**src/rtl/ycfsm_sync_row.sv**
```systemverilog
// ycfsm_sync_row: a row of LANES independent dual-rail in/match comparators with
// a return-to-empty handshake, a registered row-wide result, sticky per-lane
// protocol-error flags and a saturating counter of row V1 results.
// Dual-rail codes: Vempty=2'b00, V0=2'b01, V1=2'b10, 2'b11 is illegal.
//
// Handshake (per lane): a lane fires when it is in EMPTY and both in and match
// carry legal non-empty codes in the same cycle; the result is registered on
// that edge. The producer must then return both in and match to Vempty before
// the lane re-arms; while either side still holds data the lane stays FULL.
// After reset a lane waits in DRAIN for both sides to be Vempty, so stale data
// can never produce a result.
//
// lane_state is a debug view of each lane FSM (DRAIN=0, EMPTY=1, FULL=2),
// packed two bits per lane like in/out.
module ycfsm_sync_row #(
    parameter int LANES = 8,
    parameter int CNT_W = 8
) (
    input  logic                 clk,
    input  logic                 reset,
    input  logic [2*LANES-1:0]   in,
    input  logic [2*LANES-1:0]   match,
    input  logic                 err_clr,
    output logic [2*LANES-1:0]   out,
    output logic [1:0]           row_out,
    output logic [LANES-1:0]     err,
    output logic [CNT_W-1:0]     match_cnt,
    output logic [2*LANES-1:0]   lane_state
);

    localparam logic [1:0] VEMPTY  = 2'b00;
    localparam logic [1:0] V0      = 2'b01;
    localparam logic [1:0] V1      = 2'b10;
    localparam logic [1:0] ILLEGAL = 2'b11;

    typedef enum logic [1:0] {
        ST_DRAIN = 2'd0,
        ST_EMPTY = 2'd1,
        ST_FULL  = 2'd2
    } lane_st_t;

    logic [LANES-1:0] err_set;
    logic [1:0]       row_next;

    for (genvar k = 0; k < LANES; k++) begin : g_lane
        lane_st_t   st;
        logic [1:0] li;
        logic [1:0] lm;
        logic [1:0] cap_in;
        logic [1:0] cap_m;
        logic [1:0] out_r;
        logic       illegal;
        logic       changed;

        assign li = in[2*k +: 2];
        assign lm = match[2*k +: 2];

        // An illegal code on either rail, or a held value that changes while
        // the lane is FULL, is a protocol error; the lane freezes for that cycle.
        assign illegal    = (li == ILLEGAL) || (lm == ILLEGAL);
        assign changed    = (st == ST_FULL) &&
                            (((li != VEMPTY) && (li != cap_in)) ||
                             ((lm != VEMPTY) && (lm != cap_m)));
        assign err_set[k] = illegal || changed;

        assign out[2*k +: 2]        = out_r;
        assign lane_state[2*k +: 2] = st;

        // Lane FSM with registered result; holds state on any protocol error.
        always_ff @(posedge clk) begin
            if (reset) begin
                st     <= ST_DRAIN;
                out_r  <= VEMPTY;
                cap_in <= VEMPTY;
                cap_m  <= VEMPTY;
            end else if (!err_set[k]) begin
                case (st)
                    ST_DRAIN: begin
                        out_r <= VEMPTY;
                        if ((li == VEMPTY) && (lm == VEMPTY)) st <= ST_EMPTY;
                    end
                    ST_EMPTY: begin
                        out_r <= VEMPTY;
                        if ((li != VEMPTY) && (lm != VEMPTY)) begin
                            cap_in <= li;
                            cap_m  <= lm;
                            out_r  <= (li == lm) ? V1 : V0;
                            st     <= ST_FULL;
                        end
                    end
                    ST_FULL: begin
                        if ((li == VEMPTY) && (lm == VEMPTY)) begin
                            out_r <= VEMPTY;
                            st    <= ST_DRAIN;
                        end
                    end
                    default: begin
                        out_r <= VEMPTY;
                        st    <= ST_DRAIN;
                    end
                endcase
            end
        end
    end

    // Row result from the registered lane outputs: empty wins, then all-V1 test.
    always_comb begin
        logic any_empty;
        logic all_v1;
        any_empty = 1'b0;
        all_v1    = 1'b1;
        for (int k = 0; k < LANES; k++) begin
            if (out[2*k +: 2] == VEMPTY) any_empty = 1'b1;
            if (out[2*k +: 2] != V1)     all_v1    = 1'b0;
        end
        if (any_empty)   row_next = VEMPTY;
        else if (all_v1) row_next = V1;
        else             row_next = V0;
    end

    // Register the row result and count Vempty->V1 transitions, saturating.
    always_ff @(posedge clk) begin
        if (reset) begin
            row_out   <= VEMPTY;
            match_cnt <= '0;
        end else begin
            row_out <= row_next;
            if ((row_out == VEMPTY) && (row_next == V1) && (match_cnt != {CNT_W{1'b1}}))
                match_cnt <= match_cnt + 1'b1;
        end
    end

    // Sticky error flags; a new error on the same edge as err_clr stays set.
    always_ff @(posedge clk) begin
        if (reset) err <= '0;
        else       err <= (err_clr ? '0 : err) | err_set;
    end

endmodule

```
**config.mk**
```make
export PLATFORM = sky130hd
export DESIGN_NAME = ycfsm_sync_row
export DESIGN_NICKNAME = d
export VERILOG_FILES = /design/src/rtl/ycfsm_sync_row.sv
export SDC_FILE = /design/constraint.sdc
export NUM_CORES = 1
export LEC_CHECK = 0
export CORE_MARGIN = 5
export CORE_UTILIZATION = 57
export DETAILED_ROUTE_END_ITERATION = 8
export GPL_ROUTABILITY_DRIVEN = 0
export PLACE_DENSITY_LB_ADDON = 0.25
export SLEW_MARGIN = 20
export SYNTH_ARGS = -nofsm -noshare
export SYNTH_HDL_FRONTEND = slang
export SYNTH_SLANG_ARGS = --single-unit
export TNS_END_PERCENT = 10
```
**constraint.sdc**
```tcl
create_clock -name clk -period 3 [get_ports clk]
set_input_delay 0.6 -clock clk [delete_from_list [all_inputs] [get_ports clk]]
set_output_delay 0.6 -clock clk [all_outputs]
set_load 0.01 [all_outputs]
```
# == Yosys cells after proc, flatten, opt, wreduce, memory -nomap -nowiden ==
# Index checks and enable logic that the tools add are counted.
# classes
add_sub_neg,1
mul,0
div,0
magnitude_cmp,0
eq_ne,90
shifts,0
muxes,75
n_bitwise,9
n_reduce_logical,139
# op_table
operator,count
$mux W2,42
$logic_not A2 Y1,33
$eq A2 B2 Y1 const B,25
$ne A2 B2 Y1 const B,24
$pmux W2 S3,8
$logic_and A1 B1 Y1,42
$ne A2 B2 Y1,16
$pmux W2 S2,8
$reduce_and A4 Y1,8
$reduce_bool A2 Y1,16
$logic_or A1 B1 Y1,24
$reduce_and A3 Y1,8
$eq A2 B1 Y1 const B,8
$eq A2 B2 Y1,8
$mux W1,16
$ne A2 B1 Y1 const B,8
$reduce_and A2 Y1,8
$add A8 B1 Y8 const B,1
$mux W8,1
$ne A8 B8 Y1 const B,1
$not A1 Y1,8
$or A8 B8 Y8,1
# word_totals
ff_bits,82
latch_bits,0
mem_bits_rw,0
mem_bits_ro,0
wordCells,349
n_memories,0

# == Logic depth before layout (Yosys ltp) ==
# depth
ltp_word,14
depth_mapped,6
ltp_nobuf,5

# == Least setup slack after synthesis ==
# OpenSTA, ideal clock, no wires.
# synth_path
kind,input to register
startpoint,in match[9]
endpoint,reg g_lane[4].cap_in[1]
setup_time_ns,0.128
arrival_ns,1.885
t_required_ns,2.872
slack_ns,0.988
stages,5
n_path_buf,1
cell_sequence,clkbuf_1 > xnor2_1 > nor4b_2 > mux2i_1 > nor2_1
# synth_between
elab_chain_cells,7
elab_cells_between_ends,11
# synth_lines
item,line_no,rtl
start: declaration,22,"input logic [2*LANES-1:0] match,"
$ne A2 B2 Y1 or $reduce_bool A2 Y1 (tied branches),"63, 84",
$logic_and A1 B1 Y1,63,((lm != VEMPTY) && (lm != cap_m)));
$logic_or A1 B1 Y1,62,(((li != VEMPTY) && (li != cap_in)) ||
$logic_and A1 B1 Y1,61,assign changed = (st == ST_FULL) &&
$logic_or A1 B1 Y1,64,assign err_set[k] = illegal || changed;
$not A1 Y1 (no source line),--,
$reduce_and A3 Y1 (no source line) (*),--,
end signal: assignment,85,cap_in <= li;
end: declaration,49,logic [1:0] cap_in;
# Every way passes the cells marked *; elsewhere a longest branch is shown, timed or not.
# A chain may end at the register's enable or synchronous reset.

# == Worst setup path in the final report ==
# layout_path
startpoint,reg g_lane[1].out_r[0]
endpoint,reg match_cnt[4]
# layout_between
elab_chain_cells,13
elab_cells_between_ends,21
# layout_lines
item,line_no,rtl
start: declaration,51,logic [1:0] out_r;
start signal: assignment,87,out_r <= (li == lm) ? V1 : V0;
$ne A2 B2 Y1,114,if (out[2*k +: 2] != V1) all_v1 = 1'b0;
$mux W1 (7 in a row),114,
$mux W2,117,else if (all_v1) row_next = V1;
$mux W2 (*),116,if (any_empty) row_next = VEMPTY;
$eq A2 B2 Y1 (*),128,if ((row_out == VEMPTY) && (row_next == V1) && (match_cnt != {CNT_W{1'b1}}))
$logic_and A1 B1 Y1 (*) (2 in a row),128,
end signal: assignment,129,match_cnt <= match_cnt + 1'b1;
end: declaration,27,"output logic [CNT_W-1:0] match_cnt,"
# Marked as above.

==> results.cfg <==
[global_routing]
grt_pass1_wl_um = 18200
grt_pass1_vias = 4065
track_usage_pct = 21.8
grt_max_degree = 36
grt-ovfl-total = 0
grt_antenna_before_repair = 0

[clock_network]
clock_latency_ns = 0.35
cts-root-buf = clkbuf_8
clock_path_buffers = 2
cts_setup_buffers = 0
clk_pin_slew_ns = 0.08
cts_buffers = 9
cts_tree = yes
hold_buffers = 0
cts_resized = 0
cts_sinks = 82
cts_htree_levels = 3

[sta]
worst_slew_pin_slew_ns = 0.661
hold_ws_ns = 0.487
finalClockSkew_ns = 0.00792
final_max_slew_viol_count = 0
tns_ns = 0
fmax_ghz = 0.465
rsz0062_at_grt = false
slew_headroom_pct = 56.0
fin_crit_ns = 2.15
period_share_pct = 71.6
hold_viol = 0
finalSetupViolCount = 0

[drt]
final_antenna_net_count = 0
drtPass1Iterations = 5
wl_um = 10900
drcViolationCount = 0
avgViaCountPerCell = 5.89
drt_iter0_markers = 301
num_vias = 4359
wl_per_cell_um = 14.8

[synth]
syn_area_per_cell_um2 = 7.88
yosysUniqueCellTypes = 58
synth_fp_nets = 612
synthCells = 576
synth-seq-cells = 82
synth_warnings = 0
seq_area_frac_synth_pct = 36.2
ys_async_sr_fraction_pct = 0
synth_flop_cell = dfxtp_1
synth_area_um2 = 4540
synth_edf_count = 0

[worst_hold_path]
hold_depth = 2
worst_hold_startpoint = err[1]
min_to = err[1]
min_path_type = flop to flop

[setup_path]
r2r-end = match_cnt[4]
path_delay_family = simple AND/OR/NAND/NOR gates
crit_path_cell_trace = or4_2 > nor4_4 > nor3b_1 > mux2_2
r2r_cells = 4
start_kind = flop
path_buf_inv = 0
r2r_start = g_lane[1].out_r[0]
critPathKind = flop to flop
cp-end-kind = flop
cpPeakStageDelay_ns = 0.71
r2r_slack_ns = 0.85
slowest_stage = or4_2
worstPathRequired_ns = 3.24
critPathMaxFanout = 7
arrival_ns = 2.39

[floorplan]
fp.dieW_um = 99.2
fp.dieH_um = 99.2
rows = 32
dieArea_um2 = 9850
start_util_pct = 58.7
core_area_um2 = 7730
io_pins = 85

[pwr]
p_leak_nw = 1.85
ir_drop_v = 0.000261
power_density_nw_per_um2 = 388
finalPower_mw = 2.15

[cells_and_area]
drive_above_1_share_pct = 5.49
final-seq-area_um2 = 1640
layout_commonest_cell = clkdlybuf4s50_1
final_cell_mix = clkdlybuf4s50_1 (83), dfxtp_1 (82), nor2_1 (73)
syn_to_final_growth_pct = 22.2
diodes = 0
fillerInstances = 617
multi_input_area_um2 = 2670
layout.nets = 669

[flow_run]
max_cap_violations = 0

[placed_design]
io_buffer_count = 84
dp_hpwl_um = 7950

[run_status]
status = complete, no violations
[metal layers]
metal  global-route usage, %  up-vias  routed length (um)
met3                    4.35       21                 646
li1                        -     2183                   -
met2                    37.3      132                5340
met5                       0        -                   0
met1                    28.1     2023                4780
met4                    5.36        0                 165
[worst max-delay path by stage]
stage                     depth (start not counted)  slack [ns]               start             endpoint
after global placement                            5        0.59           match[15]   g_lane[7].cap_m[1]
final                                             4        0.85  g_lane[1].out_r[0]         match_cnt[4]
after global routing                              5        0.72           match[15]      g_lane[7].st[1]
after floorplan                                   5        0.99            match[9]  g_lane[4].cap_in[1]
after CTS                                         5        0.84           match[15]      g_lane[7].st[1]
after detailed placement                          5        0.51           match[15]      g_lane[7].st[1]
[final cells by class]
type	count	share of cell area, %
Timing Repair Buffer	89	15.7
Inverter	18	1.22
Multi-Input combinational cell	433	48.1
Sequential cell	82	29.6
Clock inverter	5	0.541
Tap cell	102	2.30
Clock buffer	11	2.55
[kinds of logic (layout without fill, tap and decap cells)]
logic type	after synthesis	after routing	synth area share, %
xor+xnor	22	22	4.24
compound gates	162	162	23.6
mux	19	19	4.27
fa+ha+maj	5	5	1.16
buf+inv	61	123	5.07
flops	82	82	36.2
simple gates	225	225	25.5
[Yosys cell counts (all sizes together) (5+ instances only)]
| library cell | instances | area, um2 |
|---|---|---|
| nor4 | 10 | 77.6 |
| dfxtp | 82 | 1640 |
| inv | 17 | 63.8 |
| a211oi | 11 | 82.6 |
| a21boi | 5 | 37.5 |
| mux2i | 16 | 160 |
| a31oi | 11 | 68.8 |
| nand2b | 42 | 263 |
| a21oi | 42 | 210 |
| nor3 | 10 | 50.1 |
| nor2 | 73 | 274 |
| a22oi | 13 | 97.6 |
| clkbuf | 40 | 150 |
| o21ai | 31 | 155 |
| nand3 | 6 | 30.0 |
| o22ai | 7 | 43.8 |
| xor2 | 10 | 87.6 |
| o32ai | 8 | 70.1 |
| nand2 | 50 | 188 |
| xnor2 | 12 | 105 |
| a21o | 7 | 52.6 |
[sequential cells by signal (all words and copies together), names as in the netlist]
| signal | count |
|---|---|
| g_lane.out_r | 16 |
| g_lane.cap_m | 16 |
| g_lane.cap_in | 16 |
| match_cnt | 8 |
| g_lane.st | 16 |
| err | 8 |
| row_out | 2 |
[power breakdown]
group	leakage [nW]	switching, mW	total [mW]	internal (mW)
registers	0.663	0.0184	1.13	1.11
clock network	0.0851	0.383	0.702	0.319
logic	1.11	0.173	0.323	0.150
total	1.85	0.575	2.15	1.58
[stage by stage]
step | setup slack (ns) | utilization [%] | std cells | cell area, um2
final | 0.851 | 71.8 | 740 | 5550
after global routing | 0.722 | 71.8 | 740 | 5550
after global placement | 0.593 | 69.6 | 724 | 5380
after floorplan | 0.988 | - | 576 | 4540
after CTS | 0.843 | 71.8 | 740 | 5550
after detailed placement | 0.511 | 69.6 | 724 | 5380
[worst min-delay path, delay by kind of cell (launching register included)]
kind	cells	cell delay, ns
DFF	1	0.32
AOI/OAI and AO/OA	1	0.06
and+or+nand+nor	1	0.06
Note: power is estimated with default switching activity, not from simulation.
